`src/rtl/rv32i_pkg.sv`:
```
// Shared RV32I constants and types used by the writeback stage and the LSU.
package rv32i_pkg;

    localparam int unsigned XLEN_DEFAULT = 32;

    // Writeback result select
    localparam logic [1:0] WB_SEL_ALU = 2'b00;
    localparam logic [1:0] WB_SEL_MEM = 2'b01;
    localparam logic [1:0] WB_SEL_PC4 = 2'b10;

    // Load funct3 encodings
    localparam logic [2:0] F3_LB  = 3'b000;
    localparam logic [2:0] F3_LH  = 3'b001;
    localparam logic [2:0] F3_LW  = 3'b010;
    localparam logic [2:0] F3_LBU = 3'b100;
    localparam logic [2:0] F3_LHU = 3'b101;

    typedef enum logic {
        IDLE,
        WAIT_MEM
    } wb_state_t;

endpackage

```
`src/rtl/load_extend.sv`:
```
// Load data alignment and sign/zero extension for RV32I LB/LH/LW/LBU/LHU.
module load_extend
    import rv32i_pkg::*;
#(
    parameter int unsigned XLEN = XLEN_DEFAULT
) (
    input  logic [2:0]      funct3,
    input  logic [1:0]      addr_lo,
    input  logic [XLEN-1:0] rdata,
    output logic [XLEN-1:0] result
);

    logic [XLEN-1:0] shifted;

    // Zeros shift in from the top, so a halfword at offset 3 gets a zero upper byte.
    assign shifted = rdata >> {addr_lo, 3'b000};

    always_comb begin
        result = rdata;
        case (funct3)
            F3_LB:   result = {{(XLEN - 8){shifted[7]}}, shifted[7:0]};
            F3_LH:   result = {{(XLEN - 16){shifted[15]}}, shifted[15:0]};
            F3_LBU:  result = {{(XLEN - 8){1'b0}}, shifted[7:0]};
            F3_LHU:  result = {{(XLEN - 16){1'b0}}, shifted[15:0]};
            F3_LW:   result = rdata;
            default: result = rdata;
        endcase
    end

endmodule

```
`src/rtl/mem_wb_stage.sv`:
```
// RV32I writeback stage: waits for load data, extends it, selects the result and
// drives the single register-file write port plus a retired-instruction counter.
module mem_wb_stage
    import rv32i_pkg::*;
#(
    parameter int unsigned XLEN  = XLEN_DEFAULT,
    parameter int unsigned CNT_W = 32
) (
    input  logic             clk,
    input  logic             rst_n,
    input  logic             ex_valid,
    output logic             ex_ready,
    input  logic             flush,
    input  logic [4:0]       ex_rd,
    input  logic             ex_reg_write,
    input  logic             ex_mem_read,
    input  logic [2:0]       ex_funct3,
    input  logic [1:0]       ex_addr_lo,
    input  logic [1:0]       ex_wb_sel,
    input  logic [XLEN-1:0]  ex_alu_result,
    input  logic [XLEN-1:0]  ex_pc_plus4,
    input  logic             dmem_rsp_valid,
    input  logic [XLEN-1:0]  dmem_rdata,
    output logic [4:0]       rd_wb,
    output logic [XLEN-1:0]  rd_wb_data,
    output logic             RegWrite,
    output logic [CNT_W-1:0] retire_cnt
);

    wb_state_t state_q, state_d;

    logic [4:0] ld_rd_q;
    logic [2:0] ld_funct3_q;
    logic [1:0] ld_addr_lo_q;
    logic       ld_reg_write_q;

    logic            accept;
    logic            commit;
    logic [4:0]      commit_rd;
    logic            commit_we;
    logic [XLEN-1:0] commit_data;
    logic [XLEN-1:0] nonload_data;
    logic [XLEN-1:0] load_data;

    logic [4:0]       rd_wb_q;
    logic [XLEN-1:0]  rd_wb_data_q;
    logic             reg_write_q;
    logic [CNT_W-1:0] retire_cnt_q;

    assign ex_ready = (state_q == IDLE);
    assign accept   = ex_valid & ex_ready & ~flush;

    load_extend #(
        .XLEN(XLEN)
    ) u_load_extend (
        .funct3 (ld_funct3_q),
        .addr_lo(ld_addr_lo_q),
        .rdata  (dmem_rdata),
        .result (load_data)
    );

    // A non-load selecting MEM has no memory data, so it falls back to the ALU result.
    always_comb begin
        nonload_data = ex_alu_result;
        case (ex_wb_sel)
            WB_SEL_ALU: nonload_data = ex_alu_result;
            WB_SEL_MEM: nonload_data = ex_alu_result;
            WB_SEL_PC4: nonload_data = ex_pc_plus4;
            default:    nonload_data = ex_alu_result;
        endcase
    end

    always_comb begin
        state_d     = state_q;
        commit      = 1'b0;
        commit_rd   = ex_rd;
        commit_we   = ex_reg_write;
        commit_data = nonload_data;
        unique case (state_q)
            IDLE: begin
                if (accept) begin
                    if (ex_mem_read) begin
                        state_d = WAIT_MEM;
                    end else begin
                        commit = 1'b1;
                    end
                end
            end
            WAIT_MEM: begin
                // Flush is ignored here: the outstanding load is older than any redirect.
                commit_rd   = ld_rd_q;
                commit_we   = ld_reg_write_q;
                commit_data = load_data;
                if (dmem_rsp_valid) begin
                    commit  = 1'b1;
                    state_d = IDLE;
                end
            end
            default: state_d = IDLE;
        endcase
    end

    always_ff @(posedge clk or negedge rst_n) begin
        if (!rst_n) begin
            state_q <= IDLE;
        end else begin
            state_q <= state_d;
        end
    end

    always_ff @(posedge clk or negedge rst_n) begin
        if (!rst_n) begin
            ld_rd_q        <= '0;
            ld_funct3_q    <= '0;
            ld_addr_lo_q   <= '0;
            ld_reg_write_q <= 1'b0;
        end else if (accept && ex_mem_read) begin
            ld_rd_q        <= ex_rd;
            ld_funct3_q    <= ex_funct3;
            ld_addr_lo_q   <= ex_addr_lo;
            ld_reg_write_q <= ex_reg_write;
        end
    end

    always_ff @(posedge clk or negedge rst_n) begin
        if (!rst_n) begin
            rd_wb_q      <= '0;
            rd_wb_data_q <= '0;
            reg_write_q  <= 1'b0;
            retire_cnt_q <= '0;
        end else begin
            reg_write_q <= commit & commit_we & (commit_rd != 5'd0);
            if (commit) begin
                rd_wb_q      <= commit_rd;
                rd_wb_data_q <= commit_data;
                retire_cnt_q <= retire_cnt_q + CNT_W'(1);
            end
        end
    end

    assign rd_wb      = rd_wb_q;
    assign rd_wb_data = rd_wb_data_q;
    assign RegWrite   = reg_write_q;
    assign retire_cnt = retire_cnt_q;

endmodule

```
`config.mk`:
```
export PLATFORM = sky130hd
export DESIGN_NAME = mem_wb_stage
export DESIGN_NICKNAME = d
export VERILOG_FILES = /design/src/rtl/rv32i_pkg.sv /design/src/rtl/load_extend.sv /design/src/rtl/mem_wb_stage.sv
export SDC_FILE = /design/constraint.sdc
export NUM_CORES = 1
export LEC_CHECK = 0
export ABC_CLOCK_PERIOD_IN_PS = 5200
export CAP_MARGIN = 20
export CORE_MARGIN = 2
export CORE_UTILIZATION = 35
export CTS_CLUSTER_SIZE = 28
export DETAILED_ROUTE_END_ITERATION = 8
export HOLD_SLACK_MARGIN = 0.12
export PLACE_DENSITY = 0.71
export SLEW_MARGIN = 0
export SYNTH_ARGS = -nofsm -noshare
export SYNTH_HDL_FRONTEND = slang
export SYNTH_SLANG_ARGS = --single-unit
```
`constraint.sdc`:
```
create_clock -name clk -period 5.2 [get_ports clk]
set_input_delay 1.04 -clock clk [delete_from_list [all_inputs] [get_ports clk]]
set_output_delay 1.04 -clock clk [all_outputs]
set_load 0.01 [all_outputs]
```
; After elaboration in Yosys (flattened, before gate mapping)
; Cells that the tools add are included.
[word_totals]
ff_bits = 82
inputBits = 115
output_inout_bits = 71
elab_cells = 37
[classes]
n_addsub = 1
n_eq_ne = 4
shifts = 1
mux = 13
bitwise_logic = 6
n_reduce_logical = 3
[op_table]
columns = operator, count
row1 = one-hot mux 32 bit (4 select lines), 1
row2 = two-way mux 32 bit, 2
row3 = "adder 32 x 1 -> 32 bit, second input constant", 1
row4 = >> shifter 32 x 5 -> 16 bit, 1
row5 = two-way mux 1 bit, 7
row6 = "equality test 3 bit, second input constant", 2
row7 = two-way mux 5 bit, 1
row8 = nonzero test 5 bit, 1
row9 = bitwise AND 1 bit, 4
row10 = one-hot mux 1 bit (2 select lines), 2
row11 = "equality test 3 x 1 -> 1 bit, second input constant", 1
row12 = zero test 3 bit, 1
row13 = "equality test 2 bit, second input constant", 1
row14 = NOT 1 bit, 2
row15 = logical AND 1 bit, 1

; Depth between registers and ports, before layout
; Gate-level depths: netlist of run 1.
[depth]
word_depth = 7
depth_mapped = 7
depth_no_buf = 5

; Cells and area by module
; A second synthesis of run 1 with hierarchy kept.
[unflattened]
cells_unflattened = 477
area_unflattened_um2 = 4855.9
[modules_own_cells]
columns = mod, n_inst, cells_per_inst, area_each_um2, seq_area_each_um2
row1 = mem_wb_stage, 1, 371, 4164.0, 2052.0
row2 = load_extend, 1, 106, 691.9, 0.0

; Worst setup path before layout of run 1
; OpenSTA, ideal clock, no wires.
[synth_path]
kind = input to register
from = input ex_wb_sel[1]
to = register rd_wb_data_q[30] (netlist: rd_wb_data[30])
setup_ns = 0.138
arrival_ns = 2.184
required_time_ns = 5.062
setup_slack_ns = 2.878
path_stages = 6
path_buffers = 2
path_cell_list = nor2b_1 -> clkbuf_1 -> clkbuf_1 -> mux2_2 -> a22oi_1 -> o211ai_1
[synth_between]
elab_chain_cells = 3
[synth_lines]
columns = element, line
row1 = "start, declared", mem_wb_stage.sv:19  ; input logic [1:0] ex_wb_sel,
row2 = equality test 2 bit, mem_wb_stage.sv:65  ; case (ex_wb_sel)
row3 = two-way mux 32 bit, mem_wb_stage.sv:65
row4 = two-way mux 32 bit, mem_wb_stage.sv:79  ; unique case (state_q)
row5 = "end signal, assigned", mem_wb_stage.sv:135  ; rd_wb_data_q <= commit_data;
row6 = "end, declared", mem_wb_stage.sv:46  ; logic [XLEN-1:0] rd_wb_data_q;
; Every way passes these cells.
; A chain may end at the register's enable or synchronous reset.

; Worst setup path after layout of run 1
[layout_path]
from = register state_q
to = output ex_ready
[layout_between]
elab_chain_cells = 1
[layout_lines]
columns = element, line
row1 = "start, declared", mem_wb_stage.sv:30  ; wb_state_t state_q, state_d;
row2 = "start signal, assigned", mem_wb_stage.sv:107  ; state_q <= state_d;
row3 = NOT 1 bit, n/a
row4 = "end, declared", mem_wb_stage.sv:12  ; output logic ex_ready,
; Every way passes these cells.

==> results.cfg, run 1 <==
[synthesis]
mappedNetlistNets = 568
yosys.area.top_type = dfrtp_1
synth_top_cell_area_share = 0.445
netlist_area_sq_mm = 0.00461
ys_top_cells_by_count = dfrtp_1, nand2_1, mux2_2
synth.avg_cell_area_sq_um = 10.2
netlist_instances = 452
synth-async-reset-ratio = 1.00
synth.most_common_cell = dfrtp_1
ys.warnings.count = 0
ys_top_cells_by_area = dfrtp_1, mux2_2, a22oi_1
synthFlopType = dfrtp_1
synth-edff-count = 0
yosysUniqueCellTypes = 51
synth-seq-area-share = 0.445
ys_seq_elements = 82

[global_routing]
grt_pass1_vias = 4482
grt.overflow.total = 0
grtUsageTotal = 0.215
antenna_found_initial = 0
grt_max_degree = 83
grt_first_pass_wirelength_um = 24000

[power_and_ir_drop]
power_density_mw_per_mm2 = 324
max-vdd-ir-drop_uv = 181
power_mw = 2.23
p_leak_nw = 2.80

[clock_network]
hold_buffers = 0
cts_tree = built
cts_buffers = 9
cts_num_sinks = 82
cts_root_buf = clkbuf_16
clk_pin_slew_ns = 0.06
worstSkewPairLatency_ns = 0.33
htreeDepth = 3
clk_path_buf_depth = 2
cts_resized = 0
cts_setup_buffers = 0

[setup_path]
cp_max_fo = 20
required_ns = 4.16
critPathLaunchType = register
critPathArrivalTime_ns = 2.09
worstSetupPathType = reg -> out
cp-end-kind = primary output

[layout]
seq_area_sq_mm = 0.00205
drive_gt1_frac = 0.127
finalNetCount = 735
stdcell_count = 796
synthToLayoutAreaGrowth_pct = 49.0
multi_input_area_sq_mm = 0.00238
antennaDiodeCount = 0
fillers = 1197
fin_util = 0.540

[floorplan]
dieArea_sq_mm = 0.0141
floorplan.rows = 41
io_pins = 186
start_util = 0.362
coreArea_sq_mm = 0.0127
die_h_um = 119
die_w_um = 119

[placed_design]
dp_hpwl_um = 11400
numPortBuffers = 185
gp_congestion = 0.809
place_inst = 779

[drt]
wl_per_cell_um = 18.9
final_antenna_net_count = 0
route.detailed.drc = 0
vias = 4406
routed_wl_um = 15100
dr.pass1.iters = 5
viasPerCell = 5.54
drt_iter0_drc = 337

[sta]
fmax_ghz = 0.320
setup_viol = 0
drv_slew = 0
maxSlewHeadroom = 0.328
hold_viol = 0
worst-slew-pin-transition_ns = 1.01
fin_tns_setup_ns = 0
final.setup_skew_ns = 0.00510
final.min_clock_period_ns = 3.13
fin_crit_sh = 0.602
rsz0062_at_grt = false

[min_path]
hold_path.class = reg -> reg

[status]
status = finished clean

[run]
cap_viol_max_count = 0
## layout by cell type, fill, tap and decap left out, types with 5 or more instances in the layout
cell / n
clkdlybuf4s50_1: 184
dfrtp_1: 82
nand2_1: 55
mux2_2: 37
a22oi_1: 29
xor2_1: 20
o211ai_1: 18
o21ai_0: 15
nor2_1: 13
a22o_1: 12
inv_1: 11
xnor2_1: 11
mux2i_1: 10
o22ai_1: 9
clkbuf_16: 9
a21oi_1: 8
a221oi_1: 8
nand3_1: 8
nor3_2: 8
a31oi_1: 7
nor3_1: 6
nand4_1: 5
nor4_1: 5
buf_4: 5
## stage by stage
step,setup WS [ns],hold slack (ns),cell area (sq um)
detailed placement,1.74,0.478,6570
CTS,2.06,0.487,6840
finish,2.07,0.482,6870
global route,1.83,0.514,6870
floorplan,2.88,0.481,4610
global placement,1.81,0.458,6560
## state kept, by name (all words and copies together), names as in the netlist
register / flops
retire_cnt: 32
ld_reg_write_q: 1
ld_rd_q: 5
RegWrite: 1
ld_addr_lo_q: 2
rd_wb: 5
ld_funct3_q: 3
rd_wb_data: 32
state_q: 1
## where the power goes
part / switching [mW] / internal (mW)
combinational: 0.326 / 0.425
clock: 0.257 / 0.334
sequential: 0.120 / 0.766
total: 0.702 / 1.52
## cells by family after synthesis
group	after synthesis	synth area share
DFF	82	0.445
AOI/OAI and AO/OA	119	0.188
buffers and inverters	46	0.0437
xor gates and xnor gates	31	0.0589
adders and majority gates	1	0.00271
muxes	48	0.117
and+or+nand+nor	125	0.145
## cell type report
class | count | share of cell area
Multi-Input combinational cell | 324 | 0.346
Timing Repair Buffer | 190 | 0.278
Inverter | 12 | 0.00656
Clock inverter | 5 | 0.00437
Clock buffer | 11 | 0.0353
Tap cell | 172 | 0.0313
Sequential cell | 82 | 0.299
## worst paths after layout
| kind | end | start | slack, ns | cells after the start |
|---|---|---|---|---|
| max | ex_ready | state_q | 2.07 | 2 |
| min | retire_cnt[31] | retire_cnt[31] | 0.48 | 1 |
| max reg2reg | rd_wb_data[10] | state_q | 2.38 | 5 |
| min reg2reg | retire_cnt[31] | retire_cnt[31] | 0.48 | 1 |
| max in group asynchronous | rd_wb_data[22] | rst_n | 4.08 | 2 |
| min in group asynchronous | retire_cnt[30] | rst_n | 0.54 | 1 |
## layer usage
| layer | global-route usage | part of all wire | up-vias |
|---|---|---|---|
| met5 | 0 | 0 | - |
| li1 | - | - | 2016 |
| met1 | 0.283 | 0.42 | 2163 |
| met2 | 0.356 | 0.49 | 205 |
| met4 | 0.0670 | 0.019 | 0 |
| met3 | 0.0449 | 0.065 | 22 |
## critical path: stages (launching register included)
cell             delay [ns]
dfrtp_1                0.95
clkinv_1               0.26
clkdlybuf4s50_1        0.54
(Power assumes the default switching activity.)
==> inputs of run 2 (changes only) <==
Settings changed: ABC_CLOCK_PERIOD_IN_PS 5200 to 2500, PLACE_DENSITY 0.71 to 0.74.
Clock period 5.2 ns to 2.5 ns, I/O delays scaled along.
==> run 2 against run 1 <==
  * Combinational power is 120% higher
  * Worst hold slack got worse by 0.33 ns
  * Clock skew rose by 0.0026 ns
  * Die area stayed put
  * Largest power group unchanged
  * Critical endpoint is now retire_cnt[15]
==> results.cfg, run 2 (same netlist as run 1, synthesis figures left out) <==
[layout]
seq_area_sq_mm = 0.00205
fillers = 1172
layout_commonest_cell = clkdlybuf4s50_1
synthToLayoutAreaGrowth_pct = 52.2
multi_input_area_sq_mm = 0.00238
finalNetCount = 746
drive_gt1_frac = 0.143
antennaDiodeCount = 0
layout_common_cells = clkdlybuf4s50_1, dfrtp_1, nand2_1

[power_and_ir_drop]
p_sw_mw = 1.52
power_mw = 4.90
power_density_mw_per_mm2 = 699
max-vdd-ir-drop_uv = 317
swShare = 0.310
clockPowerShare = 0.296
pwr-share-comb = 0.331
p_int_mw = 3.38
p_leak_nw = 2.88
power_frac_seq = 0.372

[floorplan]
die_h_um = 119
start_util = 0.362
die_w_um = 119
dieArea_sq_mm = 0.0141
floorplan.rows = 41
io_pins = 186
coreArea_sq_mm = 0.0127

[drt]
final_antenna_net_count = 0
drt_iter0_drc = 309
route.detailed.drc = 0
vias = 4419
viasPerCell = 5.48
routed_wl_um = 15300
wl_per_cell_um = 19.0
dr.pass1.iters = 7

[global_routing]
antenna_found_initial = 0
grtUsageTotal = 0.217
grt_pass1_vias = 4533
grt.overflow.total = 0
grt_max_degree = 42
grt_first_pass_wirelength_um = 24200

[sta]
fin_crit_sh = 0.930
fmax_ghz = 0.430
worst-slew-pin-transition_ns = 0.798
setup_viol = 0
maxSlewHeadroom = 0.467
drv_slew = 0
rsz0062_at_grt = false
hold_viol = 0
fin_tns_setup_ns = 0
final.setup_skew_ns = 0.00770
final.min_clock_period_ns = 2.33

[min_path]
hold_path.class = in -> async

[placed_design]
numPortBuffers = 185
gp_congestion = 0.860
dp_hpwl_um = 11800

[run]
cap_viol_max_count = 0

[setup_path]
cp-end-kind = register
critPathLaunchType = register
cp_max_fo = 14
worstSetupPathType = reg -> reg
critPathArrivalTime_ns = 2.58
required_ns = 2.76

[clock_network]
clk_path_buf_depth = 2
cts_tree = built
cts_setup_buffers = 0
cts_buffers = 9
clk_pin_slew_ns = 0.07
htreeDepth = 3
cts_num_sinks = 82
cts_root_buf = clkbuf_16
worstSkewPairLatency_ns = 0.34

[status]
status = finished clean
run 2: changes by cell type in the layout (fill, tap and decap cells not counted), moves of 2 or more:
| cell | previous run | this run |
|---|---|---|
| buf_4 | 5 | 15 |
| buf_12 | 0 | 2 |
| clkinv_2 | 3 | 1 |
| bufinv_16 | 0 | 2 |
| inv_6 | 0 | 3 |
run 2: what timing repair did:
action                                 4_1_cts  5_1_grt
setup endpoints to repair                    0        2
hold buffers                                 0        0
endpoints found under the hold margin        0        0
resized for setup                            0        0
run 2: layer usage:
| layer | vias up | wire, um | track usage |
|---|---|---|---|
| li1 | 2042 | - | - |
| met1 | 2151 | 6500 | 0.280 |
| met2 | 198 | 7320 | 0.355 |
| met3 | 28 | 1100 | 0.0497 |
| met4 | 0 | 393 | 0.0841 |
| met5 | - | 0 | 0 |
run 2: final timing paths:
kind	end	slack, ns	depth (start not counted)	from
max reg2reg	retire_cnt[15]	0.17	4	state_q
min in group clk	retire_cnt[31]	0.47	1	retire_cnt[31]
max in group asynchronous	ld_rd_q[4]	1.72	2	rst_n
min	retire_cnt[17]	0.15	1	rst_n
min reg2reg	retire_cnt[31]	0.47	1	retire_cnt[31]
max	retire_cnt[15]	0.17	4	state_q
run 2: cell type report:
cell class              count  area share
repair buffers            201       0.284
multi-input cells         324       0.340
well taps                 172      0.0307
flip-flops and latches     82       0.293
clock inverters             7      0.0141
inverters                  12     0.00642
clock buffers               9      0.0321
run 2: power by group through the flow:
stage / Sequential (mW) / Combinational (mW) / Clock [mW]
after global placement: 1.84 / 1.58 / 0
after detailed placement: 1.84 / 1.61 / 0
after floorplan: 1.88 / 0.645 / 0
final: 1.83 / 1.62 / 1.45
after CTS: 1.82 / 1.62 / 1.48
after global routing: 1.86 / 1.74 / 1.54
run 2: metrics by stage:
step	hold slack, ns	area [sq um]	util	worst slack, ns	instances
floorplan	0.204	4610	-	0.718	452
global placement	0.459	6680	0.525	-0.0303	790
detailed placement	0.467	6680	0.525	-0.165	790
CTS	0.163	7010	0.551	0.119	806
global route	0.188	7010	0.551	0.0339	807
finish	0.151	7010	0.551	0.174	807
run 2: critical path, cell delays in order, from the launching register on:
cell,delay (ns)
dfrtp_1,0.62
nor4b_4,0.58
o211ai_2,0.42
nor4_1,0.42
xor2_1,0.21
